==> src/rtl/door_manager_if.sv <==
// rtl/door_manager_if.sv - door ROM fetch bus and stage-transition handshake
//
// Purpose: groups the door ROM port and the transition request/acknowledge
//          handshake of door_manager into one bundle.
// Signals:
//   rom_addr       door ROM address {stageCode, idx}      (master -> slave)
//   rom_data       26-bit door entry, one cycle after addr  (slave -> master)
//   trans_req      transition request                      (master -> slave)
//   trans_ack      transition acceptance                   (slave -> master)
//   newStageCode   target stage of the pending request     (master -> slave)
//   real_new_posX  arrival X in world pixels               (master -> slave)
//   hit_idx        door index of the pending/last request  (master -> slave)
interface door_manager_if #(
    parameter int DOORS   = 4,
    parameter int STAGE_W = 5,
    parameter int CW      = 16
);
    localparam int IW = (DOORS > 1) ? $clog2(DOORS) : 1;

    logic [STAGE_W+IW-1:0] rom_addr;
    logic [25:0]           rom_data;
    logic                  trans_req;
    logic                  trans_ack;
    logic [4:0]            newStageCode;
    logic [CW-1:0]         real_new_posX;
    logic [IW-1:0]         hit_idx;

    modport master (
        output rom_addr,
        input  rom_data,
        output trans_req,
        input  trans_ack,
        output newStageCode,
        output real_new_posX,
        output hit_idx
    );

    modport slave (
        input  rom_addr,
        output rom_data,
        input  trans_req,
        output trans_ack,
        input  newStageCode,
        input  real_new_posX,
        input  hit_idx
    );
endinterface

==> src/rtl/door_manager.sv <==
// rtl/door_manager.sv - per-frame door scan, door drawing and stage transition requests
//
// Purpose: once per video frame reads every door of the current stage from the
//          door ROM into a local cache, checks whether the character hitbox lies
//          fully inside one of the doors and, if so, raises a transition request
//          that is held until acknowledged, followed by a cooldown measured in
//          frames. In parallel it flags screen pixels that fall on a cached door.
// Ports:
//   clk, rst_n                 clock, asynchronous active-low reset
//   stageCode                  current stage
//   frame_start                one-cycle pulse per frame, starts a scan
//   stage_posX/Y               world scroll offset (px)
//   CounterX/Y                 current screen pixel
//   char_x0/x1/y0/y1           character hitbox, world px, inclusive
//   bus (master)               door ROM port and transition handshake
//   drawAny                    registered: current pixel lies in an enabled door
//   scan_busy                  ROM scan in progress
module door_manager #(
    parameter int DOORS    = 4,
    parameter int STAGE_W  = 5,
    parameter int CW       = 16,
    parameter int COOLDOWN = 30
) (
    input  logic               clk,
    input  logic               rst_n,
    input  logic [STAGE_W-1:0] stageCode,
    input  logic               frame_start,
    input  logic [CW-1:0]      stage_posX,
    input  logic [CW-1:0]      stage_posY,
    input  logic [CW-1:0]      CounterX,
    input  logic [CW-1:0]      CounterY,
    input  logic [CW-1:0]      char_x0,
    input  logic [CW-1:0]      char_x1,
    input  logic [CW-1:0]      char_y0,
    input  logic [CW-1:0]      char_y1,
    door_manager_if.master     bus,
    output logic               drawAny,
    output logic               scan_busy
);
    localparam int IW    = (DOORS > 1) ? $clog2(DOORS) : 1;
    localparam int TW    = CW - 5;
    localparam int CNT_W = (COOLDOWN > 0) ? $clog2(COOLDOWN + 1) : 1;

    localparam logic [IW-1:0]    LAST_IDX  = IW'(DOORS - 1);
    localparam logic [CNT_W-1:0] COOL_INIT = CNT_W'(COOLDOWN);

    typedef enum logic [2:0] {
        IDLE,
        FETCH,
        CAPTURE,
        EVAL,
        REQ,
        COOL
    } state_t;

    state_t             state, stateNext;
    logic [IW-1:0]      idx, idxNext;
    logic [CNT_W-1:0]   coolCnt;
    logic               coolScan;
    logic [STAGE_W-1:0] stageReg;
    logic [25:0]        cache [DOORS];

    logic stageChg;
    logic startScan;
    logic doCapture;
    logic loadReq;
    logic loadCool;
    logic decCool;

    // Door geometry decoded from the cache
    logic [4:0]       dX   [DOORS];
    logic [4:0]       dY   [DOORS];
    logic [4:0]       dH   [DOORS];
    logic [4:0]       dLo  [DOORS];
    logic [5:0]       yDiff[DOORS];
    logic [CW-1:0]    dx0  [DOORS];
    logic [CW-1:0]    dx1  [DOORS];
    logic [CW-1:0]    dy0  [DOORS];
    logic [CW-1:0]    dy1  [DOORS];
    logic [DOORS-1:0] dOn;

    logic          anyHit;
    logic [IW-1:0] hitSel;

    logic [CW-1:0] worldX, worldY;
    logic [TW-1:0] tileX, tileY;
    logic          drawNext;

    assign stageChg = (stageCode != stageReg);

    always_comb begin
        for (int i = 0; i < DOORS; i++) begin
            dX[i]    = cache[i][4:0];
            dY[i]    = cache[i][9:5];
            dH[i]    = cache[i][14:10];
            // Top tile row; a door taller than its bottom row clamps to row 0
            yDiff[i] = {1'b0, dY[i]} - {1'b0, dH[i]};
            dLo[i]   = yDiff[i][5] ? 5'd0 : yDiff[i][4:0];
            dOn[i]   = cache[i][25] && (dH[i] != 5'd0);
            dx0[i]   = CW'({dX[i], 5'b00000});
            dx1[i]   = dx0[i] | CW'(31);
            dy0[i]   = CW'({dLo[i], 5'b00000});
            dy1[i]   = CW'({dY[i], 5'b00000}) - CW'(1);
        end
    end

    // Lowest-index door fully containing the character wins
    always_comb begin
        anyHit = 1'b0;
        hitSel = '0;
        for (int i = DOORS - 1; i >= 0; i--) begin
            if (dOn[i] && (dx0[i] <= char_x0) && (char_x1 <= dx1[i]) &&
                (dy0[i] <= char_y0) && (char_y1 <= dy1[i])) begin
                anyHit = 1'b1;
                hitSel = IW'(i);
            end
        end
    end

    // Pixel-to-tile lookup against the cache; world coordinates wrap at CW bits
    assign worldX = CounterX + stage_posX;
    assign worldY = CounterY + stage_posY;
    assign tileX  = worldX[CW-1:5];
    assign tileY  = worldY[CW-1:5];

    always_comb begin
        drawNext = 1'b0;
        for (int i = 0; i < DOORS; i++) begin
            if (dOn[i] && (tileX == TW'(dX[i])) &&
                (tileY >= TW'(dLo[i])) && (tileY < TW'(dY[i]))) begin
                drawNext = 1'b1;
            end
        end
    end

    always_ff @(posedge clk or negedge rst_n) begin
        if (!rst_n) begin
            state <= IDLE;
        end else begin
            state <= stateNext;
        end
    end

    always_comb begin
        stateNext = state;
        idxNext   = idx;
        startScan = 1'b0;
        doCapture = 1'b0;
        loadReq   = 1'b0;
        loadCool  = 1'b0;
        decCool   = 1'b0;
        case (state)
            IDLE: begin
                if (frame_start) begin
                    stateNext = FETCH;
                    idxNext   = '0;
                    startScan = 1'b1;
                end
            end
            FETCH: begin
                stateNext = CAPTURE;
            end
            CAPTURE: begin
                doCapture = 1'b1;
                if (idx == LAST_IDX) begin
                    stateNext = EVAL;
                end else begin
                    stateNext = FETCH;
                    idxNext   = idx + IW'(1);
                end
            end
            EVAL: begin
                // Scans launched during cooldown only refresh the cache
                if (anyHit && !coolScan) begin
                    stateNext = REQ;
                    loadReq   = 1'b1;
                end else if (coolCnt != '0) begin
                    stateNext = COOL;
                end else begin
                    stateNext = IDLE;
                end
            end
            REQ: begin
                if (bus.trans_ack) begin
                    loadCool  = 1'b1;
                    stateNext = (COOLDOWN == 0) ? IDLE : COOL;
                end
            end
            COOL: begin
                if (coolCnt == '0) begin
                    stateNext = IDLE;
                end else if (frame_start) begin
                    decCool   = 1'b1;
                    stateNext = FETCH;
                    idxNext   = '0;
                    startScan = 1'b1;
                end
            end
            default: begin
                stateNext = IDLE;
            end
        endcase
        // A stage switch invalidates a scan in flight: start over from door 0
        if (stageChg && ((state == FETCH) || (state == CAPTURE))) begin
            stateNext = FETCH;
            idxNext   = '0;
            doCapture = 1'b0;
        end
    end

    assign bus.trans_req = (state == REQ);
    assign scan_busy     = (state == FETCH) || (state == CAPTURE);

    always_ff @(posedge clk or negedge rst_n) begin
        if (!rst_n) begin
            idx               <= '0;
            coolCnt           <= '0;
            coolScan          <= 1'b0;
            stageReg          <= '0;
            drawAny           <= 1'b0;
            bus.rom_addr      <= '0;
            bus.newStageCode  <= '0;
            bus.real_new_posX <= '0;
            bus.hit_idx       <= '0;
        end else begin
            idx      <= idxNext;
            stageReg <= stageCode;
            drawAny  <= drawNext;
            // Address is registered so the ROM sees it for the whole FETCH cycle
            if (stateNext == FETCH) begin
                bus.rom_addr <= {stageCode, idxNext};
            end
            if (startScan) begin
                coolScan <= (state == COOL);
            end
            if (loadCool) begin
                coolCnt <= COOL_INIT;
            end else if (decCool) begin
                coolCnt <= coolCnt - CNT_W'(1);
            end
            if (loadReq) begin
                bus.newStageCode  <= cache[hitSel][19:15];
                bus.real_new_posX <= CW'({cache[hitSel][24:20], 5'b00000});
                bus.hit_idx       <= hitSel;
            end
        end
    end

    always_ff @(posedge clk or negedge rst_n) begin
        if (!rst_n) begin
            for (int i = 0; i < DOORS; i++) begin
                cache[i] <= '0;
            end
        end else if (stageChg) begin
            for (int i = 0; i < DOORS; i++) begin
                cache[i][25] <= 1'b0;
            end
        end else if (doCapture) begin
            cache[idx] <= bus.rom_data;
        end
    end
endmodule

==> src/flat_wrapper.sv <==
// flat-port wrapper written by rule: the top's interface ports become plain ports
module door_manager_flat 
#(
    parameter int DOORS    = 4,
    parameter int STAGE_W  = 5,
    parameter int CW       = 16,
    parameter int COOLDOWN = 30
)
  (clk, rst_n, stageCode, frame_start, stage_posX, stage_posY, CounterX, CounterY, char_x0, char_x1, char_y0, char_y1, drawAny, scan_busy, bus_rom_addr, bus_rom_data, bus_trans_req, bus_trans_ack, bus_newStageCode, bus_real_new_posX, bus_hit_idx);
  door_manager_if #(.DOORS(DOORS), .STAGE_W(STAGE_W), .CW(CW)) bus_i ();
  input  logic clk;
  input  logic rst_n;
  input  logic [STAGE_W-1:0] stageCode;
  input  logic frame_start;
  input  logic [CW-1:0] stage_posX;
  input  logic [CW-1:0] stage_posY;
  input  logic [CW-1:0] CounterX;
  input  logic [CW-1:0] CounterY;
  input  logic [CW-1:0] char_x0;
  input  logic [CW-1:0] char_x1;
  input  logic [CW-1:0] char_y0;
  input  logic [CW-1:0] char_y1;
  output logic drawAny;
  output logic scan_busy;
  output wire logic [$bits(bus_i.rom_addr)-1:0] bus_rom_addr;
  input wire logic [$bits(bus_i.rom_data)-1:0] bus_rom_data;
  output wire logic [$bits(bus_i.trans_req)-1:0] bus_trans_req;
  input wire logic [$bits(bus_i.trans_ack)-1:0] bus_trans_ack;
  output wire logic [$bits(bus_i.newStageCode)-1:0] bus_newStageCode;
  output wire logic [$bits(bus_i.real_new_posX)-1:0] bus_real_new_posX;
  output wire logic [$bits(bus_i.hit_idx)-1:0] bus_hit_idx;
  assign bus_rom_addr = bus_i.rom_addr;
  assign bus_i.rom_data = bus_rom_data;
  assign bus_trans_req = bus_i.trans_req;
  assign bus_i.trans_ack = bus_trans_ack;
  assign bus_newStageCode = bus_i.newStageCode;
  assign bus_real_new_posX = bus_i.real_new_posX;
  assign bus_hit_idx = bus_i.hit_idx;
  door_manager #(.DOORS(DOORS), .STAGE_W(STAGE_W), .CW(CW), .COOLDOWN(COOLDOWN)) u_core (.clk(clk), .rst_n(rst_n), .stageCode(stageCode), .frame_start(frame_start), .stage_posX(stage_posX), .stage_posY(stage_posY), .CounterX(CounterX), .CounterY(CounterY), .char_x0(char_x0), .char_x1(char_x1), .char_y0(char_y0), .char_y1(char_y1), .bus(bus_i), .drawAny(drawAny), .scan_busy(scan_busy));
endmodule
==> config.mk <==
export PLATFORM = sky130hd
export DESIGN_NAME = door_manager_flat
export DESIGN_NICKNAME = d
export VERILOG_FILES = /design/src/rtl/door_manager_if.sv /design/src/rtl/door_manager.sv /design/src/flat_wrapper.sv
export SDC_FILE = /design/constraint.sdc
export NUM_CORES = 1
export LEC_CHECK = 0
export CAP_MARGIN = 0
export CELL_PAD_IN_SITES_DETAIL_PLACEMENT = 2
export CELL_PAD_IN_SITES_GLOBAL_PLACEMENT = 2
export CORE_ASPECT_RATIO = 1.2
export CORE_MARGIN = 5
export CORE_UTILIZATION = 25
export CTS_CLUSTER_SIZE = 24
export DETAILED_ROUTE_END_ITERATION = 10
export GPL_TIMING_DRIVEN = 0
export PLACE_DENSITY = 0.74
export RECOVER_POWER = 25
export SLEW_MARGIN = 10
export SYNTH_ARGS = -nofsm -noshare
export SYNTH_HDL_FRONTEND = slang
export SYNTH_SLANG_ARGS = --single-unit
==> constraint.sdc <==
create_clock -name clk -period 9.3 [get_ports clk]
set_clock_uncertainty 0.2 [all_clocks]
set_input_delay 1.86 -clock clk [delete_from_list [all_inputs] [get_ports clk]]
set_output_delay 1.86 -clock clk [all_outputs]
set_load 0.05 [all_outputs]
Word-level counts from Yosys, hierarchy flattened
Index checks and enable logic that the tools add are counted.
Cells by class
  $add $sub $neg: 12
  order comparisons: 27
  equal/unequal tests: 12
  mux-type cells: 52
  bitwise logic cells: 3
  reductions and logical operators: 47
Operators by type and width (count)
  10-bit by 16-bit less-or-equal comparator with 1-bit output: 8
  104-bit bitwise mux: 1
  104-bit 2-to-1 mux: 1
  16-bit by 10-bit less-or-equal comparator with 1-bit output: 4
  16-bit less-or-equal comparator: 4
  26-bit binary-select mux with 2-bit select: 1
  26-bit demux with 2-bit select: 1
  25-bit 2-to-1 mux: 2
  11-bit by 5-bit equality test with 1-bit output: 4
  11-bit by 5-bit >= comparator with 1-bit output: 4
  11-bit by 5-bit less-than comparator with 1-bit output: 4
  10-bit by 1-bit subtractor with 11-bit output, second input constant: 4
  1-bit logical AND: 35
  16-bit adder: 2
  5-bit 2-to-1 mux: 6
  26-bit 2-to-1 mux: 1
  5-bit nonzero test: 5
  5-bit by 5-bit subtractor with 6-bit output: 4
  1-bit 2-to-1 mux: 21
  2-bit 2-to-1 mux: 9
  3-bit 2-to-1 mux: 6
  3-bit case mux with 6 select lines: 1
  3-bit by 1-bit equality test with 1-bit output, second input constant: 2
  3-bit by 2-bit equality test with 1-bit output, second input constant: 2
  other kinds (17): 21
Storage, ports and cells
  register bits after elaboration: 140
  input bits: 163
  output and inout bits: 33
  word-level logic and storage cells: 171

Depth between registers and ports, before layout
  depth after elaboration: 15
  gate-level depth with buffers: 20
  gate-level depth less buffers: 19

Worst setup path after synthesis
Ideal clock, no wire load.
  path kind: input-to-reg
  from: input stage_posY[2]
  to: register u_core.drawAny
  setup time: 128 ps
  arrival time: 4729 ps
  data required time: 8972 ps
  setup slack: 4243 ps
  stages on the path: 14
  path buffers: 0
  cell sequence: ha_1 -> nand4_1 -> a21boi_1 -> o21a_1 -> o21ai_0 -> a221oi_1 -> ha_1 -> nor2b_1 -> o21a_1 -> o21a_1 -> o21ai_0 -> a311oi_1 -> nor4_1 -> nor4_1
Between the ends
  word-level cells in the longest chain between the ends: 8
  elaborated cells between the ends (all ways): 21
  those cells by class: 1 x add/sub; 8 x order compare; 4 x mux; 8 x reduce/logical
Ends and longest elaborated chain
  start, declared: RTL line flat_wrapper.sv:16  | input logic [CW-1:0] stage_posY;
  16-bit adder *: RTL line door_manager.sv:122  | assign worldY = CounterY + stage_posY;
  11-bit by 5-bit >= comparator with 1-bit output: RTL line door_manager.sv:130  | (tileY >= TW'(dLo[i])) && (tileY < TW'(dY[i]))) begin
  1-bit logical AND: RTL line door_manager.sv:129  | if (dOn[i] && (tileX == TW'(dX[i])) &&
  1-bit logical AND: RTL line door_manager.sv:130
  1-bit 2-to-1 mux (3 in a row): RTL line door_manager.sv:129
  1-bit 2-to-1 mux *: RTL line door_manager.sv:129
  named net u_core.drawNext: RTL line door_manager.sv:87  | logic drawNext;
  end signal, assigned: RTL line door_manager.sv:228  | drawAny <= drawNext;
  end, declared: RTL line door_manager.sv:37  | output logic drawAny,
The timed path passes the listed nets; every way through them passes the cells marked *.
A chain may end at the register's enable or synchronous reset.

Worst setup path after layout
Ends and elaborated chain as after synthesis.

==> impl_metrics.csv <==
group,metric,value,unit
pwr,net-switching-power,650,uW
pwr,p_seq_share,33.1,%
floorplanning,start_util,25.1,%
timing,final-setup-viol-count,0,
logic_synthesis,ys_ff_latch,140,
logic_synthesis,synth.area.top_cells,"dfrtp_1 30%, ha_1 21%, mux2_2 7.1%",
clock_tree,cts_buffers,17,
floorplanning,die_h,248,um
logic_synthesis,synth_top_area_cell,"dfrtp_1",
logic_synthesis,synthAdderAreaFrac,21.3,%
timing,maxSlewHeadroom,-42.2,%
route,drtAntennaViolNets,0,
clock_tree,cts_tree,"yes",
route,post_drt_wl_per_cell,20.5,um
logic_synthesis,syn_area,11800,sq um
critical_path,start_kind,"input pin",
critical_path,end_kind,"flop",
clock_tree,cts_hold_buf,0,
global_route,grt_pass1_vias,11900,
floorplanning,core-area,46800,sq um
worst_hold_path,worst_hold_path_type,"flop to flop",
timing,worstMarginPinSlew,2130,ps
critical_path,critPathArrivalTime,6830,ps
floorplanning,fp.dieW,208,um
status,outcome,"finished, violations left",
timing,rsz0062_at_grt,"false",
logic_synthesis,muxShareOfSynthArea,10.3,%
critical_path,worstSetupPathType,"input pin to flop",
route,dr_total_vias,10400,
logic_synthesis,yosysSeqAreaShare,29.8,%
route,route.detailed.drc,0,
route,drtIter0Drc,323,
clock_tree,clkTransAtPathRegs,60,ps
clock_tree,insertion_delay,440,ps
pwr,ir_worst_vdd,0.134,mV
pwr,cellInternalPower,1330,uW
place,dp_hpwl,35.7,mm
pwr,combPwrFrac,30.0,%
pwr,leakagePower,0.00697,uW
pwr,total_power,1980,uW
pwr,p_clk_share,36.9,%
clock_tree,postCtsSetupBuffers,0,
pwr,switching_share,32.9,%
logic_synthesis,ys_warn_count,0,
floorplanning,placementRows,87,
logic_synthesis,synth_compound_area_share,15.2,%
logic_synthesis,yosys.area_share.simple,13.5,%
route,route.detailed.vias_per_inst,4.95,
place,routabilityCongestion,0.836,
floorplanning,die-area,51500,sq um
pwr,cellPowerDensity,131,nW/um^2
logic_synthesis,ys.flop_type,"dfrtp_1",
floorplanning,ios,196,
timing,max_freq,148,MHz
finish,area_growth_syn_to_layout,28.4,%
clock_tree,cts-root-buf,"clkbuf_16",
place,io_buffers,184,
timing,fin_crit,6770,ps
critical_path,crit_required,9360,ps
timing,fin_setup_tns,0,ps
logic_synthesis,synth_edf_count,0,
finish,antenna_cells,0,
clock_tree,clockBufferDepth,2,
global_route,overflow,0,
critical_path,critPathMaxFanout,8,
global_route,grt_usage,16.5,%
logic_synthesis,postSynthCellCount,1249,
logic_synthesis,synthXorXnorAreaFrac,4.90,%
timing,hold_viol,0,
timing,final_max_slew_viol_count,37,
logic_synthesis,yosysUniqueCellTypes,71,
route,drt_pass1_iterations,4,
timing,min_period_over_period,72.8,%
global_route,grt_pass1_wl,67.3,mm
flow_run,max-cap-violations,1,
status,violations,"capacitance limit, slew limit",
global_route,antenna_found_initial,1,
logic_synthesis,synthArstFlopShare,100,%
clock_tree,clock-sinks,140,
finish,fin_nets,1826,
logic_synthesis,synth_top_family_by_area,"adder cells",
global_route,grt_max_degree,105,
route,routed_wl,43.1,mm
logic_synthesis,synth.avg_cell_area,9.42,sq um
logic_synthesis,synth_top_area_share,29.8,%
clock_tree,postCtsResizedCells,0,
clock_tree,htreeDepth,4,
finish,nFillCells,5202,
finish,drive_gt1_share,10.6,%
metal layers:
| metal | track usage, % | wire length [um] | up-vias |
|---|---|---|---|
| li1 | - | - | 4924 |
| met2 | 31.6 | 22600 | 192 |
| met1 | 18.5 | 17700 | 5231 |
| met5 | 0 | 12 | - |
| met3 | 2.65 | 1280 | 54 |
| met4 | 6.07 | 1480 | 2 |
state kept, by name, summed over array words and instances (netlist names):
register / count
u_core.bus.newStageCode: 5
u_core.coolCnt: 5
u_core.cache: 104
u_core.drawAny: 1
u_core.bus.real_new_posX: 5
u_core.state: 3
u_core.stageReg: 5
u_core.bus.hit_idx: 2
u_core.coolScan: 1
u_core.idx: 2
u_core.bus.rom_addr: 7
cells in the mapped netlist, drive strengths merged, types with 10 or more instances:
cell / count
o21ai: 75
inv: 102
nand4: 20
ha: 194
nand2: 87
a22o: 11
a211oi: 18
buf: 21
mux2: 81
clkbuf: 17
nand3: 41
nor2b: 13
a21oi: 90
dfrtp: 140
a21o: 38
o21a: 10
mux2i: 27
xor2: 14
nor3: 19
nor4: 14
nor2: 67
xnor2: 51
cell families after synthesis:
logic type                 after synthesis
AOI/OAI and AO/OA                      281
xor gates and xnor gates                65
DFF                                    140
buffers and inverters                  140
and+or+nand+nor                        316
adders and majority gates              198
other                                    1
muxes                                  108
layout make-up:
type                       instances  area, sq um  area share [%]
buffer                            38          204            1.35
clock buffer                      19          443            2.93
clock inverter                    13          179            1.18
inverter                         102          383            2.54
multi-input combinational        979         7730            51.2
sequential                       140         3500            23.2
tap                              623          779            5.16
timing repair buffer             187         1880            12.4
critical path, stage by stage:
cell             delay, ps
clkdlybuf4s50_1        410
ha_1                   320
nand4_1                140
a21boi_1               330
a211oi_2               200
o21bai_1               240
a21oi_1                120
xnor2_1                980
ha_1                   420
o21ai_0                 80
o21ai_0                260
nor3_1                 250
nand3_1                130
a2111oi_0              390
nor4_1                 130
nor4_1                 580
layout by cell type, fill, tap and decap left out, types with 38 or more instances in the layout:
cell type | synthesis | routed
inv_1 | 102 | 102
ha_1 | 194 | 194
o21ai_0 | 73 | 73
dfrtp_1 | 140 | 140
nor2_1 | 66 | 66
mux2_2 | 74 | 74
nand3_1 | 41 | 41
xnor2_1 | 51 | 50
a21oi_1 | 88 | 88
a21o_1 | 38 | 38
clkdlybuf4s50_1 | 0 | 178
nand2_1 | 86 | 86
stage by stage:
stage               cell area, sq um  util (%)  instances  setup WS, ps  hold slack, ps
finish                         15100      32.3       2101          2530             310
global placement               14400      30.8       2066           318             288
detailed placement             14500      30.9       2069          2090             294
global route                   15100      32.3       2101          2150             326
CTS                            15100      32.3       2101          2520             313
floorplan                      11800         -       1259          4240             280
path summary, 6_finish.rpt:
kind	end	slack [ps]	depth (start not counted)	start
min in group asynchronous	u_core.cache[15]	1830	1	rst_n
max reg2reg	u_core.bus.newStageCode[3]	4230	19	u_core.cache[57]
max in group asynchronous	u_core.cache[82]	5710	2	rst_n
max	u_core.drawAny	2530	16	stage_posY[2]
min	u_core.cache[102]	310	1	u_core.cache[102]
min reg2reg	u_core.cache[102]	310	1	u_core.cache[102]
power groups by stage:
stage / clock (uW) / combinational (uW) / sequential, uW
detailed placement: 0 / 597 / 665
CTS: 748 / 602 / 655
floorplan: 0 / 331 / 685
finish: 730 / 594 / 654
global placement: 0 / 563 / 664
global route: 775 / 657 / 658
Power figures use the tool's default switching activity.
==> variant 1: new RTL, config.mk and constraints unchanged <==
`STAGE_W` is set to 5 in 3 places; all go to 10.
--- a/src/rtl/door_manager_if.sv
+++ b/src/rtl/door_manager_if.sv
@@ -14,3 +14,3 @@
     parameter int DOORS   = 4,
-    parameter int STAGE_W = 5,
+    parameter int STAGE_W = 10,
     parameter int CW      = 16
--- a/src/rtl/door_manager.sv
+++ b/src/rtl/door_manager.sv
@@ -19,3 +19,3 @@
     parameter int DOORS    = 4,
-    parameter int STAGE_W  = 5,
+    parameter int STAGE_W  = 10,
     parameter int CW       = 16,
--- a/src/flat_wrapper.sv
+++ b/src/flat_wrapper.sv
@@ -4,3 +4,3 @@
     parameter int DOORS    = 4,
-    parameter int STAGE_W  = 5,
+    parameter int STAGE_W  = 10,
     parameter int CW       = 16,
Ports: changed (resized bus_rom_addr and stageCode); port bits go from 196 to 206. No check against the original RTL was run, so the function may have changed too.
==> variant 1 against the original RTL <==
The flow still finishes with violations (capacitance limit, slew limit); die area grew 2.0%; sequential power grew 1%; fmax grew 5.2%; sequential cell count grew 10; first-iteration DRC count shrank 0.31%; combinational power shrank 34%; total power shrank 7.8%; worst setup slack gained 0.33 ns; routed wire length shrank 3.4%; clock power grew 5.3%; area after synthesis grew 2.0%; design area grew 2.3%; critical path type unchanged.
==> variant 1: results (changes against the original RTL) <==
status: "finished, violations left"  # unchanged
violations: "capacitance limit, slew limit"  # unchanged
grt_use_met2: 0.2961  # was 0.3160
yosys.cell_types.count: 73  # was 71
grt_pass1_vias: 11990  # was 11,930
yosys-top-cells-count: "ha_1, dfrtp_1, inv_1"  # unchanged
grt_util_met3: 0.02401  # was 0.02655
grt_use_total: 0.1584  # was 0.1653
final_cells: 2091  # was 2,101
power_frac_seq: 0.363  # was 0.331
use_met1: 0.1822  # was 0.1846
num-nets-final: 1814  # was 1,826
met1_length_mm: 16.99  # was 17.73 mm
slew_viol_final: 153  # was 37
reg_top3: "u_core.cache: 104 flops, u_core.bus.rom_addr: 12 flops, u_core.stageReg: 10 flops"  # was u_core.cache: 104 flops, u_core.bus.rom_addr: 7 flops
wl_met2_mm: 21.82  # was 22.56 mm
place_ws_ns: 2.480  # was 2.085 ns
cp.arrival_ns: 6.59  # was 6.83 ns
hpwl_mm: 34.41  # was 35.74 mm
drt_first_iter_violations: 322  # was 323
ys_seq_area_frac: 0.3127  # was 0.2978
ys_top_cells_by_area: "dfrtp_1, ha_1, mux2_2"  # unchanged
place_area_sq_um: 14830  # was 14,480 sq um
syn-instance-count: 1222  # was 1,249
synthArstFlopShare: 1.000  # unchanged
wl_met3_mm: 1.407  # was 1.275 mm
max_stage_delay_ns: 0.96  # was 0.98 ns
drt-pass1-iter-count: 4  # unchanged
maxCapViolCount: 2  # was 1
place_congestion: 0.8473  # was 0.8360
drt-total-wl_mm: 41.58  # was 43.06 mm
vdd_drop_max_mv: 0.1019  # was 0.1345 mV
worst_pin_slew_ns: 2.759  # was 2.134 ns
grt_max_degree: 105  # unchanged
power_leakage_nw: 7.055  # was 6.968 nW
pwr-share-clk: 0.421  # was 0.369
rr_worst_depth: 20  # was 19
via_count: 10180  # was 10,400
fillCellCount: 5300  # was 5,202
post_cts_resized: 0  # unchanged
yosysWarnings: 0  # unchanged
portBuffers: 194  # was 184
## variant 1: cell types whose count changed in the layout (fill, tap and decap cells not counted), sizes merged, moves of 6 or more
cell / unedited run / this run
a22o: 11 / 0
mux2: 81 / 96
mux2i: 27 / 36
xor2: 14 / 22
dfrtp: 140 / 150
o21a: 10 / 4
a211oi: 18 / 11
a21oi: 90 / 77
nor2: 67 / 39
nand2b: 9 / 16
o21ai: 75 / 69
## variant 1: cells by family after synthesis
kind of cell / Yosys count / share of synthesized area
AOI/OAI and AO/OA: 250 / 0.1355
xor gates and xnor gates: 70 / 0.05108
adders and majority gates: 198 / 0.2089
buffers and inverters: 134 / 0.04701
DFF: 150 / 0.3127
muxes: 132 / 0.1204
other: 1 / 0.0003124
and+or+nand+nor: 287 / 0.1241
## variant 1: cell type report
cell class	count	area, sq um	area share
plain buffers	32	181.4	0.01175
clock buffers	18	439.2	0.02844
clock inverters	14	205.2	0.01329
inverters	102	382.9	0.02479
multi-input cells	948	7736	0.5010
flip-flops and latches	150	3754	0.2431
well taps	630	788.3	0.05105
repair buffers	197	1956	0.1266
## variant 1: path summary, 6_finish.rpt
kind / startpoint / endpoint / slack, ns
hold / removal: u_core.bus.rom_addr[9]$_DFFE_PN0N_ / u_core.bus.rom_addr[9]$_DFFE_PN0N_ / 0.31
max in group asynchronous: rst_n / u_core.cache[35]$_DFFE_PN0P_ / 3.03
min in group asynchronous: rst_n / u_core.stageReg[5]$_DFF_PN0_ / 2.10
setup reg to reg: u_core.cache[57]$_DFFE_PN0P_ / u_core.bus.real_new_posX[8]$_DFFE_PN0P_ / 4.32
hold reg to reg: u_core.bus.rom_addr[9]$_DFFE_PN0N_ / u_core.bus.rom_addr[9]$_DFFE_PN0N_ / 0.31
setup / recovery: stage_posY[2] / u_core.drawAny$_DFF_PN0_ / 2.86
==> variant 2: new RTL, config.mk and constraints unchanged <==
Made on the original files. The 6 states of `state_t` get a Gray code encoding in 3 bits.
--- a/src/rtl/door_manager.sv
+++ b/src/rtl/door_manager.sv
@@ -47,8 +47,8 @@
     typedef enum logic [2:0] {
-        IDLE,
-        FETCH,
-        CAPTURE,
-        EVAL,
-        REQ,
-        COOL
+        IDLE    = 3'b000,
+        FETCH   = 3'b001,
+        CAPTURE = 3'b011,
+        EVAL    = 3'b010,
+        REQ     = 3'b110,
+        COOL    = 3'b111
     } state_t;
Behaviour: same outputs for any inputs over 4 cycles, from zero or initial values and one cycle with rst_n low; so few cycles prove little.
==> variant 2 against the original RTL <==
The flow still finishes with violations (capacitance limit, slew limit); routed wire length increased by 0.96%; clock power decreased by 7.7%; total power decreased by 8.7%; sequential cell count unchanged; worst setup slack got worse by 0.25 ns; area after synthesis increased by 0.77%; design area increased by 0.17%; critical endpoint unchanged; highest routed layer is now met4.
==> variant 2: results (changes against the original RTL) <==
slew_viol_final: 70  # was 37
comb_power_share: 0.280  # was 0.300
via_count: 10500  # was 10,400
portBuffers: 184  # unchanged
yosys.cell_types.count: 69  # was 71
violations: "capacitance limit, slew limit"  # unchanged
yosys-top-cells-count: "ha_1, dfrtp_1, nand2_1"  # was ha_1, dfrtp_1, inv_1
num_rows: 87  # unchanged
ys_top_cells_by_area: "dfrtp_1, ha_1, mux2_2"  # unchanged
cp_max_fo: 8  # unchanged
slew_headroom: -1.615  # was -0.4225
reg_top3: "u_core.cache: 104 flops, u_core.bus.rom_addr: 7 flops"  # unchanged
numCtsBuffers: 17  # unchanged
grt_pass1_wl_mm: 67.41  # was 67.30 mm
grt_use_total: 0.1638  # was 0.1653
cts_buffer_depth: 2  # unchanged
power_leakage_nw: 6.842  # was 6.968 nW
maxCapViolCount: 1  # unchanged
synthArstFlopShare: 1.000  # unchanged
synth_ff_type: "dfrtp_1"  # unchanged
drt-pass1-iter-count: 4  # unchanged
ys_seq_area_frac: 0.2956  # was 0.2978
status: "finished, violations left"  # unchanged
power_frac_seq: 0.347  # was 0.331
grt_max_degree: 72  # was 105
place_congestion: 0.8277  # was 0.8360
hold_path.class: "reg -> reg"  # unchanged
antenna_found_initial: 1  # unchanged
cts-root-buf: "clkbuf_16"  # unchanged
clk_latency_ns: 0.43
p_sw_frac: 0.3370  # was 0.3286
cp.arrival_ns: 7.16  # was 6.83 ns
cts.htree.levels: 4  # unchanged
drt_first_iter_violations: 257  # was 323
grt_pass1_vias: 12010  # was 11,930
drt-total-wl_mm: 43.48  # was 43.06 mm
cts_setup_buffers: 0  # unchanged
vdd_drop_max_mv: 0.1119  # was 0.1345 mV
num-nets-final: 1828  # was 1,826
clk_pin_slew_ns: 0.07
drive_above_1_share: 0.1115  # was 0.1055
hpwl_mm: 35.31  # was 35.74 mm
yosysWarnings: 0  # unchanged
post_cts_resized: 0  # unchanged
## variant 2: path summary, 6_finish.rpt
| path | to | cells past startpoint | start | slack [ns] |
|---|---|---|---|---|
| min | u_core.bus.hit_idx[1]$_DFFE_PN0P_ | 2 | u_core.bus.hit_idx[1]$_DFFE_PN0P_ | 0.30 |
| min reg2reg | u_core.bus.hit_idx[1]$_DFFE_PN0P_ | 2 | u_core.bus.hit_idx[1]$_DFFE_PN0P_ | 0.30 |
| max in group asynchronous | u_core.cache[75]$_DFFE_PN0P_ | 1 | rst_n | 4.09 |
| max reg2reg | u_core.bus.newStageCode[4]$_DFFE_PN0P_ | 20 | u_core.cache[31]$_DFFE_PN0P_ | 4.00 |
| min in group asynchronous | u_core.bus.rom_addr[3]$_DFFE_PN0N_ | 1 | rst_n | 2.59 |
| max | u_core.drawAny$_DFF_PN0_ | 19 | stage_posY[2] | 2.27 |
## variant 2: critical path: stages
cell	delay (ns)
clkdlybuf4s50_1	0.40
ha_1	0.30
nand4_1	0.17
a21oi_1	0.22
o21ai_0	0.11
nor2b_1	0.17
nor2b_1	0.11
nor2_1	0.07
nor2b_1	0.11
nor2_1	0.06
xnor2_1	0.90
ha_1	0.42
o21ai_0	0.20
nor2_1	0.06
or4_1	0.46
a21oi_1	0.38
o2111ai_1	0.26
or4_1	0.60
a311oi_1	0.29
## variant 2: layout make-up
type	instances	area, sq um
fill	5182	31790
multi-input combinational	981	7775
sequential	140	3503
timing repair buffer	186	1871
tap	623	779.5
clock buffer	17	425.4
inverter	101	379.1
buffer	40	237.7
clock inverter	15	151.4
antenna	1	2.502
## variant 2: per-layer routing
metal,GRT usage,share of wire,up-vias
met3,0.02950,0.034,84
met5,0,0,-
li1,-,-,4940
met2,0.3079,0.53,209
met1,0.1802,0.40,5270
met4,0.06658,0.040,0
## variant 2: through the flow
stage | worst slack (ns) | hold slack, ns | cell area (sq um) | std cells | power, mW
after floorplan | 3.672 | 0.2787 | 11890 | 1262 | 0.9228
after global placement | 0.2384 | 0.2549 | 14510 | 2069 | 1.111
after detailed placement | 1.881 | 0.2870 | 14560 | 2071 | 1.144
after CTS | 2.336 | 0.3047 | 15130 | 2103 | 1.833
after global routing | 2.081 | 0.3182 | 15120 | 2103 | 1.910
final | 2.275 | 0.2994 | 15120 | 2104 | 1.805
## variant 2: kinds of logic after synthesis
logic type	after synthesis	synth area share
muxes	119	0.1105
other	1	0.0003164
xor gates and xnor gates	68	0.05025
adders and majority gates	198	0.2115
and+or+nand+nor	333	0.1417
AOI/OAI and AO/OA	252	0.1381
DFF	140	0.2956
buffers and inverters	141	0.05204
